<file path="config.mk">
export PLATFORM = sky130hd
export DESIGN_NAME = ldpc_3gpp_enc_reg_ctrl
export DESIGN_NICKNAME = d
export VERILOG_FILES = /design/src/rtl/ldpc_3gpp_enc_reg_ctrl_pkg.sv /design/src/rtl/ldpc_3gpp_enc_reg_ctrl.sv
export SDC_FILE = /design/constraint.sdc
export NUM_CORES = 1
export LEC_CHECK = 0
export CORE_UTILIZATION = 40
export DETAILED_ROUTE_END_ITERATION = 12
export PLACE_DENSITY = 0.66
export SLEW_MARGIN = 10
export SYNTH_ARGS = -nofsm -noshare
export SYNTH_HDL_FRONTEND = slang
export SYNTH_SLANG_ARGS = --single-unit
</file>
<file path="constraint.sdc">
create_clock -name iclk -period 7.1 [get_ports iclk]
set_clock_uncertainty 0.1 [all_clocks]
set_input_delay 1.42 -clock iclk [delete_from_list [all_inputs] [get_ports iclk]]
set_output_delay 1.42 -clock iclk [all_outputs]
set_load 0.005 [all_outputs]
</file>
<file path="src/rtl/ldpc_3gpp_enc_reg_ctrl_pkg.sv">
// Shared types for the LDPC encoder matrix-register controller.
// dat_t is the word carried on the source, register and sink streams.
package ldpc_3gpp_enc_reg_ctrl_pkg;

  localparam int unsigned DAT_W = 8;

  typedef logic [DAT_W-1:0] dat_t;

endpackage

</file>
<file path="src/rtl/ldpc_3gpp_enc_reg_ctrl.sv">
// Burst controller for the LDPC encoder matrix register: streams source words into the
// register (WRITE) or issues back-to-back reads and forwards the returned words (READ).
module ldpc_3gpp_enc_reg_ctrl
  import ldpc_3gpp_enc_reg_ctrl_pkg::*;
#(
  parameter int unsigned pADDR_W = 8,
  parameter int unsigned pPIPE   = 0
) (
  input  logic               iclk,
  input  logic               ireset,
  input  logic               iclkena,
  input  logic               istart,
  input  logic               iop,
  input  logic [pADDR_W-1:0] ilen,
  input  logic               isval,
  input  dat_t               isdat,
  output logic               oreg_write,
  output logic               oreg_wstart,
  output dat_t               oreg_wdat,
  output logic               oreg_read,
  output logic               oreg_rstart,
  input  logic               ireg_val,
  input  logic               ireg_start,
  input  dat_t               ireg_dat,
  output logic               oval,
  output logic               osop,
  output logic               oeop,
  output dat_t               odat,
  output logic               obusy,
  output logic               odone
);

  localparam int unsigned CNT_W = pADDR_W + 1;

  typedef enum logic [2:0] {
    ST_IDLE,
    ST_WRITE,
    ST_READ,
    ST_DRAIN,
    ST_DONE
  } state_t;

  // Register latency (3+pPIPE) is absorbed by the return counter, so pPIPE only bounds it.
  if (pPIPE > 15) begin : g_pipe_out_of_range
  end

  state_t             state_q, state_d;
  logic [pADDR_W-1:0] len_q, len_d;
  logic [CNT_W-1:0]   iss_cnt_q, iss_cnt_d;
  logic [CNT_W-1:0]   ret_cnt_q, ret_cnt_d;
  logic [CNT_W-1:0]   words;

  logic wr_q, wr_d, wstart_q, wstart_d;
  logic rd_q, rd_d, rstart_q, rstart_d;
  logic val_q, val_d, sop_q, sop_d, eop_q, eop_d;
  logic busy_q, busy_d, done_q, done_d;
  dat_t wdat_q, wdat_d, dat_q, dat_d;

  assign words = CNT_W'(len_q) + CNT_W'(1);

  // Next-state and registered-output logic.
  always_comb begin
    state_d   = state_q;
    len_d     = len_q;
    iss_cnt_d = iss_cnt_q;
    ret_cnt_d = ret_cnt_q;
    wr_d      = 1'b0;
    wstart_d  = 1'b0;
    wdat_d    = wdat_q;
    rd_d      = 1'b0;
    rstart_d  = 1'b0;
    val_d     = 1'b0;
    sop_d     = 1'b0;
    eop_d     = 1'b0;
    dat_d     = dat_q;
    done_d    = 1'b0;

    // Returned words are only meaningful while a read burst is outstanding.
    if (ireg_val && (state_q == ST_READ || state_q == ST_DRAIN)) begin
      val_d     = 1'b1;
      sop_d     = ireg_start;
      dat_d     = ireg_dat;
      eop_d     = (ret_cnt_q + CNT_W'(1)) == words;
      ret_cnt_d = ret_cnt_q + CNT_W'(1);
    end

    case (state_q)
      ST_IDLE: begin
        if (istart) begin
          len_d     = ilen;
          iss_cnt_d = '0;
          ret_cnt_d = '0;
          state_d   = iop ? ST_READ : ST_WRITE;
        end
      end
      ST_WRITE: begin
        if (isval) begin
          wr_d      = 1'b1;
          wstart_d  = (iss_cnt_q == '0);
          wdat_d    = isdat;
          iss_cnt_d = iss_cnt_q + CNT_W'(1);
          if (iss_cnt_d == words) state_d = ST_DONE;
        end
      end
      ST_READ: begin
        rd_d      = 1'b1;
        rstart_d  = (iss_cnt_q == '0);
        iss_cnt_d = iss_cnt_q + CNT_W'(1);
        if (iss_cnt_d == words) state_d = ST_DRAIN;
      end
      ST_DRAIN: begin
        if (ret_cnt_d == words) state_d = ST_DONE;
      end
      ST_DONE: begin
        done_d  = 1'b1;
        state_d = ST_IDLE;
      end
      default: state_d = ST_IDLE;
    endcase

    busy_d = (state_d != ST_IDLE);
  end

  // Control state and strobes.
  always_ff @(posedge iclk) begin
    if (ireset) begin
      state_q   <= ST_IDLE;
      len_q     <= '0;
      iss_cnt_q <= '0;
      ret_cnt_q <= '0;
      wr_q      <= 1'b0;
      wstart_q  <= 1'b0;
      rd_q      <= 1'b0;
      rstart_q  <= 1'b0;
      val_q     <= 1'b0;
      sop_q     <= 1'b0;
      eop_q     <= 1'b0;
      busy_q    <= 1'b0;
      done_q    <= 1'b0;
    end else if (iclkena) begin
      state_q   <= state_d;
      len_q     <= len_d;
      iss_cnt_q <= iss_cnt_d;
      ret_cnt_q <= ret_cnt_d;
      wr_q      <= wr_d;
      wstart_q  <= wstart_d;
      rd_q      <= rd_d;
      rstart_q  <= rstart_d;
      val_q     <= val_d;
      sop_q     <= sop_d;
      eop_q     <= eop_d;
      busy_q    <= busy_d;
      done_q    <= done_d;
    end
  end

  // Data words carry no reset.
  always_ff @(posedge iclk) begin
    if (iclkena) begin
      wdat_q <= wdat_d;
      dat_q  <= dat_d;
    end
  end

  assign oreg_write  = wr_q;
  assign oreg_wstart = wstart_q;
  assign oreg_wdat   = wdat_q;
  assign oreg_read   = rd_q;
  assign oreg_rstart = rstart_q;
  assign oval        = val_q;
  assign osop        = sop_q;
  assign oeop        = eop_q;
  assign odat        = dat_q;
  assign obusy       = busy_q;
  assign odone       = done_q;

endmodule
</file>
# Yosys cells after proc, flatten, opt, wreduce, memory -nomap -nowiden
# Cells that the tools add are included.
[totals] elab_cells=60 ff_bits=54 latchBits=0 mem_bits_ro=0 n_memories=0 out_inout_bits=25 mem_bits_rw=0
[op_classes] add_sub_neg=3 n_shift=0 muxes=23 div=0 n_bitwise=0 multipliers=0 n_reduce_logical=10 order_cmp=0 n_eq_ne=9
[ops] operator="2-to-1 mux 9 bit" count=5
[ops] operator="equality test 9 bit" count=3
[ops] operator="one-hot mux 9 bit (3 select lines)" count=1
[ops] operator="adder 9 x 1 -> 9 bit (second input constant)" count=2
[ops] operator="2-to-1 mux 3 bit" count=5
[ops] operator="one-hot mux 3 bit (4 select lines)" count=1
[ops] operator="2-to-1 mux 1 bit" count=10
[ops] operator="adder 8 x 1 -> 9 bit (second input constant)" count=1
[ops] operator="logical NOT 9 bit" count=1
[ops] operator="equality test 3 x 2 -> 1 bit (second input constant)" count=2
[ops] operator="AND reduction 3 bit" count=2
[ops] operator="nonzero test 3 bit" count=2
[ops] operator="!= test 2 bit (second input constant)" count=2
[ops] operator="AND reduction 4 bit" count=1
[ops] operator="equality test 3 x 1 -> 1 bit (second input constant)" count=1
[ops] operator="equality test 3 bit (second input constant)" count=1
[ops] operator="logical NOT 3 bit" count=1
[ops] operator="2-to-1 mux 2 bit" count=1
[ops] operator="AND reduction 2 bit" count=1
[ops] operator="logical AND 1 bit" count=1
[ops] operator="logical OR 1 bit" count=1

# Logic depth before layout (Yosys ltp)
# Gate-level depths: netlist of the first run.
[logic_depth] ltp_word=8 mapped_depth=10 mapped_depth_nobuf=9

# Worst setup path after synthesis of the first run
# No wires, ideal clock.
[synth_path] kind="input to register" start="input iclkena" end="register iss_cnt_q[3]" required_time_ns=6.909 n_path_buf=1 setup_slack_ns=4.179 path_stages=6 setup_time_ns=0.091 arrival_time_ns=2.730 path_cell_list="clkinv_1 a2111oi_0 clkbuf_1 and2_1 nand2_1 a311oi_1"
[synth_via] elab_chain_len=1
[synth_lines] element="start, declared" line_no="ldpc_3gpp_enc_reg_ctrl.sv:11" source="input logic iclkena,"
[synth_lines] element="AND reduction 4 bit (no line)"
[synth_lines] element="end signal, assigned" line_no="ldpc_3gpp_enc_reg_ctrl.sv:143" source="iss_cnt_q <= iss_cnt_d;"
[synth_lines] element="end, declared" line_no="ldpc_3gpp_enc_reg_ctrl.sv:49" source="logic [CNT_W-1:0] iss_cnt_q, iss_cnt_d;"
# Every way passes these cells.
# A chain may end at the register's enable or synchronous reset.

# Worst setup path after layout of the first run
# Same ends and word-level chain as after synthesis.

==> results of run 1 <==
## flip-flops by register name, indices dropped and copies added (netlist names), 3 cells and up
register / flops
odat: 8
ret_cnt_q: 9
iss_cnt_q: 9
len_q: 8
state_q: 3
oreg_wdat: 8
## power breakdown
| part | total (mW) | internal, mW | switching (mW) |
|---|---|---|---|
| clock | 0.207 | 0.105 | 0.102 |
| combinational | 0.132 | 0.0635 | 0.0688 |
| sequential | 0.342 | 0.328 | 0.0137 |
| total | 0.681 | 0.497 | 0.184 |
## worst max-delay path, cell delays in order
cell and delay, ps:
clkdlybuf4s50_1 1000, clkinv_1 660, a2111oi_1 440, buf_4 230
nand2_1 210, nor2_1 150, nor2_1 50, a311oi_1 230
## path summary, 6_finish.rpt
kind | from | end | slack, ps | depth (start not counted)
min reg2reg | oreg_rstart | oreg_rstart | 370 | 2
max reg2reg | len_q[0] | obusy | 4260 | 9
min | oreg_rstart | oreg_rstart | 370 | 2
max | iclkena | iss_cnt_q[3] | 2830 | 8
## stage by stage
step                instances  hold slack (ps)
floorplan                 358            355.4
global placement          497            351.6
detailed placement        497            353.9
CTS                       505            368.3
global route              505            402.8
finish                    505            366.1
## per-layer routing
metal | share of wire, % | GRT usage (%) | wire length (µm)
met1 | 47 | 24.52 | 3386
met3 | 5.6 | 2.848 | 408
met2 | 46 | 29.82 | 3324
met4 | 1.5 | 4.497 | 108
met5 | 0 | 0 | 0
## logic make-up after synthesis
kind of cell / synth area share, %
AOI/OAI and AO/OA: 15.61
xor gates and xnor gates: 12.80
adders and majority gates: 1.561
buffers and inverters: 5.033
DFF: 38.70
muxes: 0.3511
and+or+nand+nor: 25.95
## area by class of cell
type                       count  share of cell area [%]
multi-input combinational    278                   46.55
clock buffer                   6                   1.871
inverter                       5                  0.4839
sequential                    54                   32.00
clock inverter                 2                  0.9677
timing repair buffer          58                   14.84
tap                          102                   3.290
## cells in the final DEF, fill, tap and decap left out, types with 3 or more instances in the layout
cell / instances
nor3b_1: 5
xnor2_1: 20
edfxtp_1: 16
inv_1: 4
clkbuf_8: 5
nand2_1: 37
a22oi_1: 6
a21oi_1: 30
and3_1: 3
xor2_1: 11
ha_1: 4
xnor3_1: 4
nor4_1: 4
dfxtp_1: 38
nor3_1: 8
nand4_1: 5
nand3_1: 18
nor2_1: 47
clkdlybuf4s50_1: 56
o21ai_0: 19
==> qor.yml, run 1 <==
synth:
  syn_nets: 394
  synth_most_common_cell: "nor2_1"
  synth_edf_count: 16
  ys.flop_type: "dfxtp_1"
  ys_warn_count: 0
  synth_area_leader_cell: "dfxtp_1"
  syn_area_um2: 3207
  synth_top_area_share_pct: 23.72
  synth-seq-area-share_pct: 38.70
  syn_inst: 358
  synthTopCellsByCount: "nor2_1, dfxtp_1, nand2_1, a21oi_1, xnor2_1"
  synth.avg_cell_area_um2: 8.958
  ys_ff_latch: 54
  synthArstFlopShare_pct: 0
  synth_area_leaders: "dfxtp_1, edfxtp_1, nor2_1"
  ys_types: 67
hold_path:
  hold_class: "flop to flop"
clocking:
  clkTransAtPathRegs_ps: 90
  cts_root_buffer: "clkbuf_8"
  cts_hold_buf: 0
  cts_buffers: 5
  cts_htree_levels: 2
  post_cts_resized: 0
  clock-sinks: 54
  tritoncts: "yes"
  post_cts_buffers: 0
  worstSkewPairLatency_ps: 310
  clockBufferDepth: 2
setup_path:
  crit_fanout: 23
  path_class: "input port to flop"
  cp.required_ps: 7220
  cp-end-kind: "flop"
  critPathLaunchType: "input port"
  cp.arrival_ps: 4390
timing:
  fmax_mhz: 234.3
  hold_viol: 0
  grt_setup_unrepaired: "no"
  tightest_slew_ps: 809.6
  final-setup-viol-count: 0
  finalMaxSlewViolations: 0
  worst_slack_ps: 2833
  slew_headroom_pct: 45.86
  timing.final.crit_share_pct: 60.10
  finalCriticalPeriod_ps: 4267
  setup_tns_ps: 0
grt:
  grt_max_degree: 40
  antenna_found_initial: 0
  grt_first_pass_wirelength_um: 12300
  overflow: 0
  first_global_vias: 2600
  track_usage_pct: 18.05
detailed_routing:
  postRouteAntennaNets: 0
  via_count: 2694
  drc: 0
  routed_via_density: 5.335
  wl_per_cell_um: 14.31
  first_pass_iters: 4
  drt_first_iter_violations: 166
  routed_wl_um: 7227
finish:
  register_area_um2: 1241
  fillCellCount: 741
  multi_input_area_um2: 1805
  syn2layout_area_growth_pct: 20.95
  antenna_cells: 0
  layout-drive-gt1-share_pct: 7.692
  fin_nets: 438
  stdcell_area_um2: 3879
  post-route-util_pct: 50.19
placement:
  place_area_um2: 3769
  dp_slack_ps: 2532
  hpwl_um: 5352
  port_buffers: 56
  routabilityCongestion: 0.8952
pwr:
  p_leak_nw: 1.277
  ir_drop_v: 0.00008004
  power_density_nw_per_um2: 175.6
  total_power_mw: 0.6812
run:
  cap_violations: 0
floorplan:
  core_area_um2: 7727
  die_area_um2: 8380
  die_w_um: 91.54
  start_util_pct: 41.50
  die_h_um: 91.54
  ios: 57
  rows: 32
run_status:
  outcome: "completed"
Note: power is estimated with default switching activity, not from simulation.
==> inputs of run 2 (changes only) <==
clock period = 4.04 ns   (was 7.1 ns; I/O delays follow)
==> run 2 against run 1 <==
Effect of this change: sequential cell count unchanged; clock power increased by 75%; first-iteration DRC count increased by 16%; critical path depth increased by 1; combinational power increased by 78%; final area increased by 0.39%; cell count increased by 0.40%; die area unchanged; hold slack got worse by 1.7 ps; via count increased by 1.2%; critical path type is now flop to flop; critical endpoint is now obusy; highest routed layer unchanged.
==> qor.yml, run 2 (same netlist as run 1, synthesis figures left out) <==
clocking:
  worstSkewPairLatency_ps: 310
  post_cts_buffers: 0
  post_cts_resized: 0
  clock-sinks: 54
  clockBufferDepth: 2
  cts_root_buffer: "clkbuf_8"
  clkTransAtPathRegs_ps: 100
  cts_buffers: 5
  cts_htree_levels: 2
  cts_hold_buf: 0
  tritoncts: "yes"
grt:
  track_usage_pct: 18.04
  grt_max_degree: 23
  overflow: 0
  first_global_vias: 2473
  grt_first_pass_wirelength_um: 12080
  antenna_found_initial: 0
detailed_routing:
  wl_per_cell_um: 14.30
  postRouteAntennaNets: 0
  via_count: 2725
  routed_via_density: 5.375
  routed_wl_um: 7250
  drt_first_iter_violations: 193
  drc: 0
  first_pass_iters: 4
setup_path:
  critPathSlowestCell: "dfxtp_1"
  critPathLaunchType: "flop"
  cp-end-kind: "flop"
  cp.arrival_ps: 2900
  slowest_delay_ps: 570
  critPathBufInv: 0
  critPathTopFamily: "simple AND/OR/NAND/NOR gates"
  cp.required_ps: 4110
  crit_fanout: 6
  path_class: "flop to flop"
  cp_cell_sequence: "ha_1 -> nand3_2 -> nor2_1 -> xnor3_1 -> nand3_4 -> nor4_4 -> o22ai_2 -> o31ai_2 -> o31ai_1"
placement:
  routabilityCongestion: 0.8684
  hpwl_um: 5444
  dpl.cell_count: 499
  port_buffers: 56
timing:
  final-setup-viol-count: 0
  setup_tns_ps: 0
  finalMaxSlewViolations: 0
  slew_headroom_pct: 53.33
  finalCriticalPeriod_ps: 2832
  grt_setup_unrepaired: "no"
  timing.final.crit_share_pct: 70.10
  hold_viol: 0
  hold-worst-slack_ps: 364.5
  tightest_slew_ps: 697.9
  fmax_mhz: 353.1
run:
  cap_violations: 0
run_status:
  outcome: "completed"
pwr:
  ir_drop_v: 0.0001572
  p_leak_nw: 1.286
  power_density_nw_per_um2: 308.0
floorplan:
  rows: 32
  die_h_um: 91.54
  ios: 57
  start_util_pct: 41.50
  die_w_um: 91.54
  die_area_um2: 8380
  core_area_um2: 7727
finish:
  top_regs: "iss_cnt_q (9), ret_cnt_q (9)"
  syn2layout_area_growth_pct: 21.42
  post-route-util_pct: 50.39
  antenna_cells: 0
  fin_nets: 440
  layout-drive-gt1-share_pct: 8.148
  multi_input_area_um2: 1805
  final_cell_count_no_fill: 507
  register_area_um2: 1241
  fillCellCount: 720
  layout_commonest_cell: "clkdlybuf4s50_1"
  final_cell_mix: "clkdlybuf4s50_1, nor2_1, dfxtp_1"
hold_path:
  hold_class: "flop to flop"
-- run 2: cell count changes in the layout (fill, tap and decap cells not counted), sizes merged --
cell  delta
buf      +2
-- run 2: worst min-delay path: stages, from the launching register on --
cell     delay (ps)
dfxtp_1         320
nand2_1          60
a21oi_1          50
-- run 2: where the power goes --
group          switching [mW]  internal (mW)
Clock                   0.178          0.185
Sequential             0.0241          0.576
Combinational           0.123          0.113
-- run 2: final cells by class --
class | count | share of cell area (%)
Inverter | 5 | 0.4820
Multi-Input combinational cell | 278 | 46.37
Clock inverter | 2 | 0.9640
Timing Repair Buffer | 60 | 15.17
Clock buffer | 6 | 1.864
Tap cell | 102 | 3.278
Sequential cell | 54 | 31.88
-- run 2: layer usage --
| layer | GRT usage (%) | vias to the layer above | part of all wire, % |
|---|---|---|---|
| met5 | 0 | - | 0 |
| met1 | 25.73 | 1252 | 46 |
| met4 | 5.159 | 0 | 0.98 |
| li1 | - | 1365 | - |
| met2 | 27.76 | 100 | 46 |
| met3 | 3.266 | 8 | 7.1 |
-- run 2: path summary, 6_finish.rpt --
| check | depth (start not counted) | to | from | slack, ps |
|---|---|---|---|---|
| setup / recovery | 9 | obusy | len_q[0] | 1210 |
| hold / removal | 2 | osop | osop | 360 |
| setup reg to reg | 9 | obusy | len_q[0] | 1210 |
| hold reg to reg | 2 | osop | osop | 360 |
-- run 2: stage by stage --
step	power, mW	worst slack (ps)	cell area (µm²)
floorplan	0.7713	1731	3207
global placement	0.8461	959.1	3784
detailed placement	0.8473	933.3	3784
CTS	1.213	1165	3894
global route	1.265	1051	3894
finish	1.199	1208	3894
==> inputs of run 3 (changes only) <==
PLACE_DENSITY = 0.69   (was 0.66)
clock period = 2.6 ns   (was 4.04 ns; I/O delays follow)
==> run 3 against run 2 <==
Effect of this change: wire length increased by 8.1%; die area unchanged; sequential power increased by 55%; first-iteration DRC count increased by 40%; sequential share of layout area decreased by 1.5 points; utilization increased by 2.5 points; largest power group unchanged.
==> qor.yml, run 3 (same netlist as run 1, synthesis figures left out) <==
floorplan:
  start_util_pct: 41.50
  die_w_um: 91.54
  core_area_um2: 7727
  rows: 32
  ios: 57
  die_h_um: 91.54
  die_area_um2: 8380
timing:
  finalCriticalPeriod_ps: 2430
  fmax_mhz: 411.6
  tightest_slew_ps: 484.9
  hold-worst-slack_ps: 373.1
  finalMaxSlewViolations: 0
  timing.final.crit_share_pct: 93.45
  worst_slack_ps: 170.4
  hold_viol: 0
  final-setup-viol-count: 0
  grt_setup_unrepaired: "no"
  setup_tns_ps: 0
  slew_headroom_pct: 67.44
detailed_routing:
  routed_wl_um: 7834
  drt_first_iter_violations: 270
  postRouteAntennaNets: 0
  via_count: 2859
  wl_per_cell_um: 14.67
  routed_via_density: 5.354
  drc: 0
  first_pass_iters: 4
placement:
  routabilityCongestion: 0.9204
  place_area_um2: 3986
  port_buffers: 56
  hpwl_um: 5970
  dpl.cell_count: 526
  dp_slack_ps: -50.83
run:
  cap_violations: 0
setup_path:
  crit_fanout: 5
  reg2reg_depth: 9
  r2r-start: "iss_cnt_q[0]"
  critPathLaunchType: "flop"
  timing.rr.end: "obusy"
  cp.required_ps: 2700
  cp.arrival_ps: 2530
  path_class: "flop to flop"
  crit_start: "iss_cnt_q[0]"
  rrSetupSlack_ps: 170
  cp-end-kind: "flop"
clocking:
  clkTransAtPathRegs_ps: 100
  clockBufferDepth: 2
  cts_hold_buf: 0
  post_cts_buffers: 0
  cts_root_buffer: "clkbuf_8"
  cts_htree_levels: 2
  tritoncts: "yes"
  cts_buffers: 5
  worstSkewPairLatency_ps: 310
  clock-sinks: 54
  post_cts_resized: 0
finish:
  final_cell_mix: "clkdlybuf4s50_1, nor2_1, dfxtp_1"
  layout-drive-gt1-share_pct: 14.35
  top_regs: "iss_cnt_q (9), ret_cnt_q (9)"
  post-route-util_pct: 52.93
  syn2layout_area_growth_pct: 27.55
  final_cell_count_no_fill: 534
  fin_nets: 467
  layout_commonest_cell: "clkdlybuf4s50_1"
  stdcell_area_um2: 4090
  antenna_cells: 0
pwr:
  internal_power_mw: 1.318
  ir_drop_v: 0.0002097
  power_density_nw_per_um2: 451.7
  power_frac_comb_pct: 22.2
  p_leak_nw: 1.419
  p_clk_share_pct: 27.5
  total_power_mw: 1.848
  sequentialPowerShare_pct: 50.3
  switching_share_pct: 28.65
  p_sw_mw: 0.5293
grt:
  grt_max_degree: 23
  antenna_found_initial: 0
  overflow: 0
  grt_first_pass_wirelength_um: 13460
  first_global_vias: 2781
  track_usage_pct: 20.04
run_status:
  outcome: "completed"
hold_path:
  min_from: "oeop"
  hold_class: "flop to flop"
  holdPathStages: 2
  holdPathEnd: "oeop"
[run 3: cell types whose count changed in the layout (fill, tap and decap cells not counted), sizes merged]
cell / previous run / this run
bufinv: 1 / 0
buf: 4 / 31
inv: 4 / 5
[run 3: how the worst max path moves through the flow]
stage | to | slack (ps) | cells after the start
after floorplan | obusy | 320 | 9
after global placement | obusy | -40 | 8
after detailed placement | obusy | -50 | 9
after CTS | obusy | 140 | 9
after global routing | obusy | 20 | 9
final | obusy | 170 | 9
[run 3: worst max-delay path: stages (launching register included)]
cell and delay (ps):
dfxtp_1 430, ha_1 270, and3_4 230, and3_4 200, xnor2_2 120, xnor2_1 140
nor4_4 330, o22ai_2 130, o31ai_2 260, o31ai_1 110
[run 3: metal layers]
metal / vias to the layer above / track usage [%] / part of all wire (%)
li1: 1425 / - / -
met1: 1332 / 26.75 / 45
met2: 93 / 32.83 / 48
met3: 9 / 3.685 / 5.8
met4: 0 / 5.952 / 1.2
met5: - / 0 / 0
[run 3: power groups by stage]
stage	clock network, mW	registers [mW]	logic [mW]
2_1_floorplan	0	0.934	0.264
3_3_place_gp	0	0.946	0.403
3_5_place_dp	0	0.949	0.408
4_1_cts	0.525	0.929	0.410
5_1_grt	0.559	0.934	0.451
6_report	0.509	0.930	0.409
[run 3: area by class of cell]
| class | count | area [µm²] |
|---|---|---|
| fillers | 713 | 3637 |
| multi-input cells | 278 | 1810 |
| flip-flops and latches | 54 | 1241 |
| repair buffers | 87 | 793.3 |
| well taps | 102 | 127.6 |
| clock buffers | 6 | 82.58 |
| inverters | 5 | 18.77 |
| clock inverters | 2 | 16.27 |
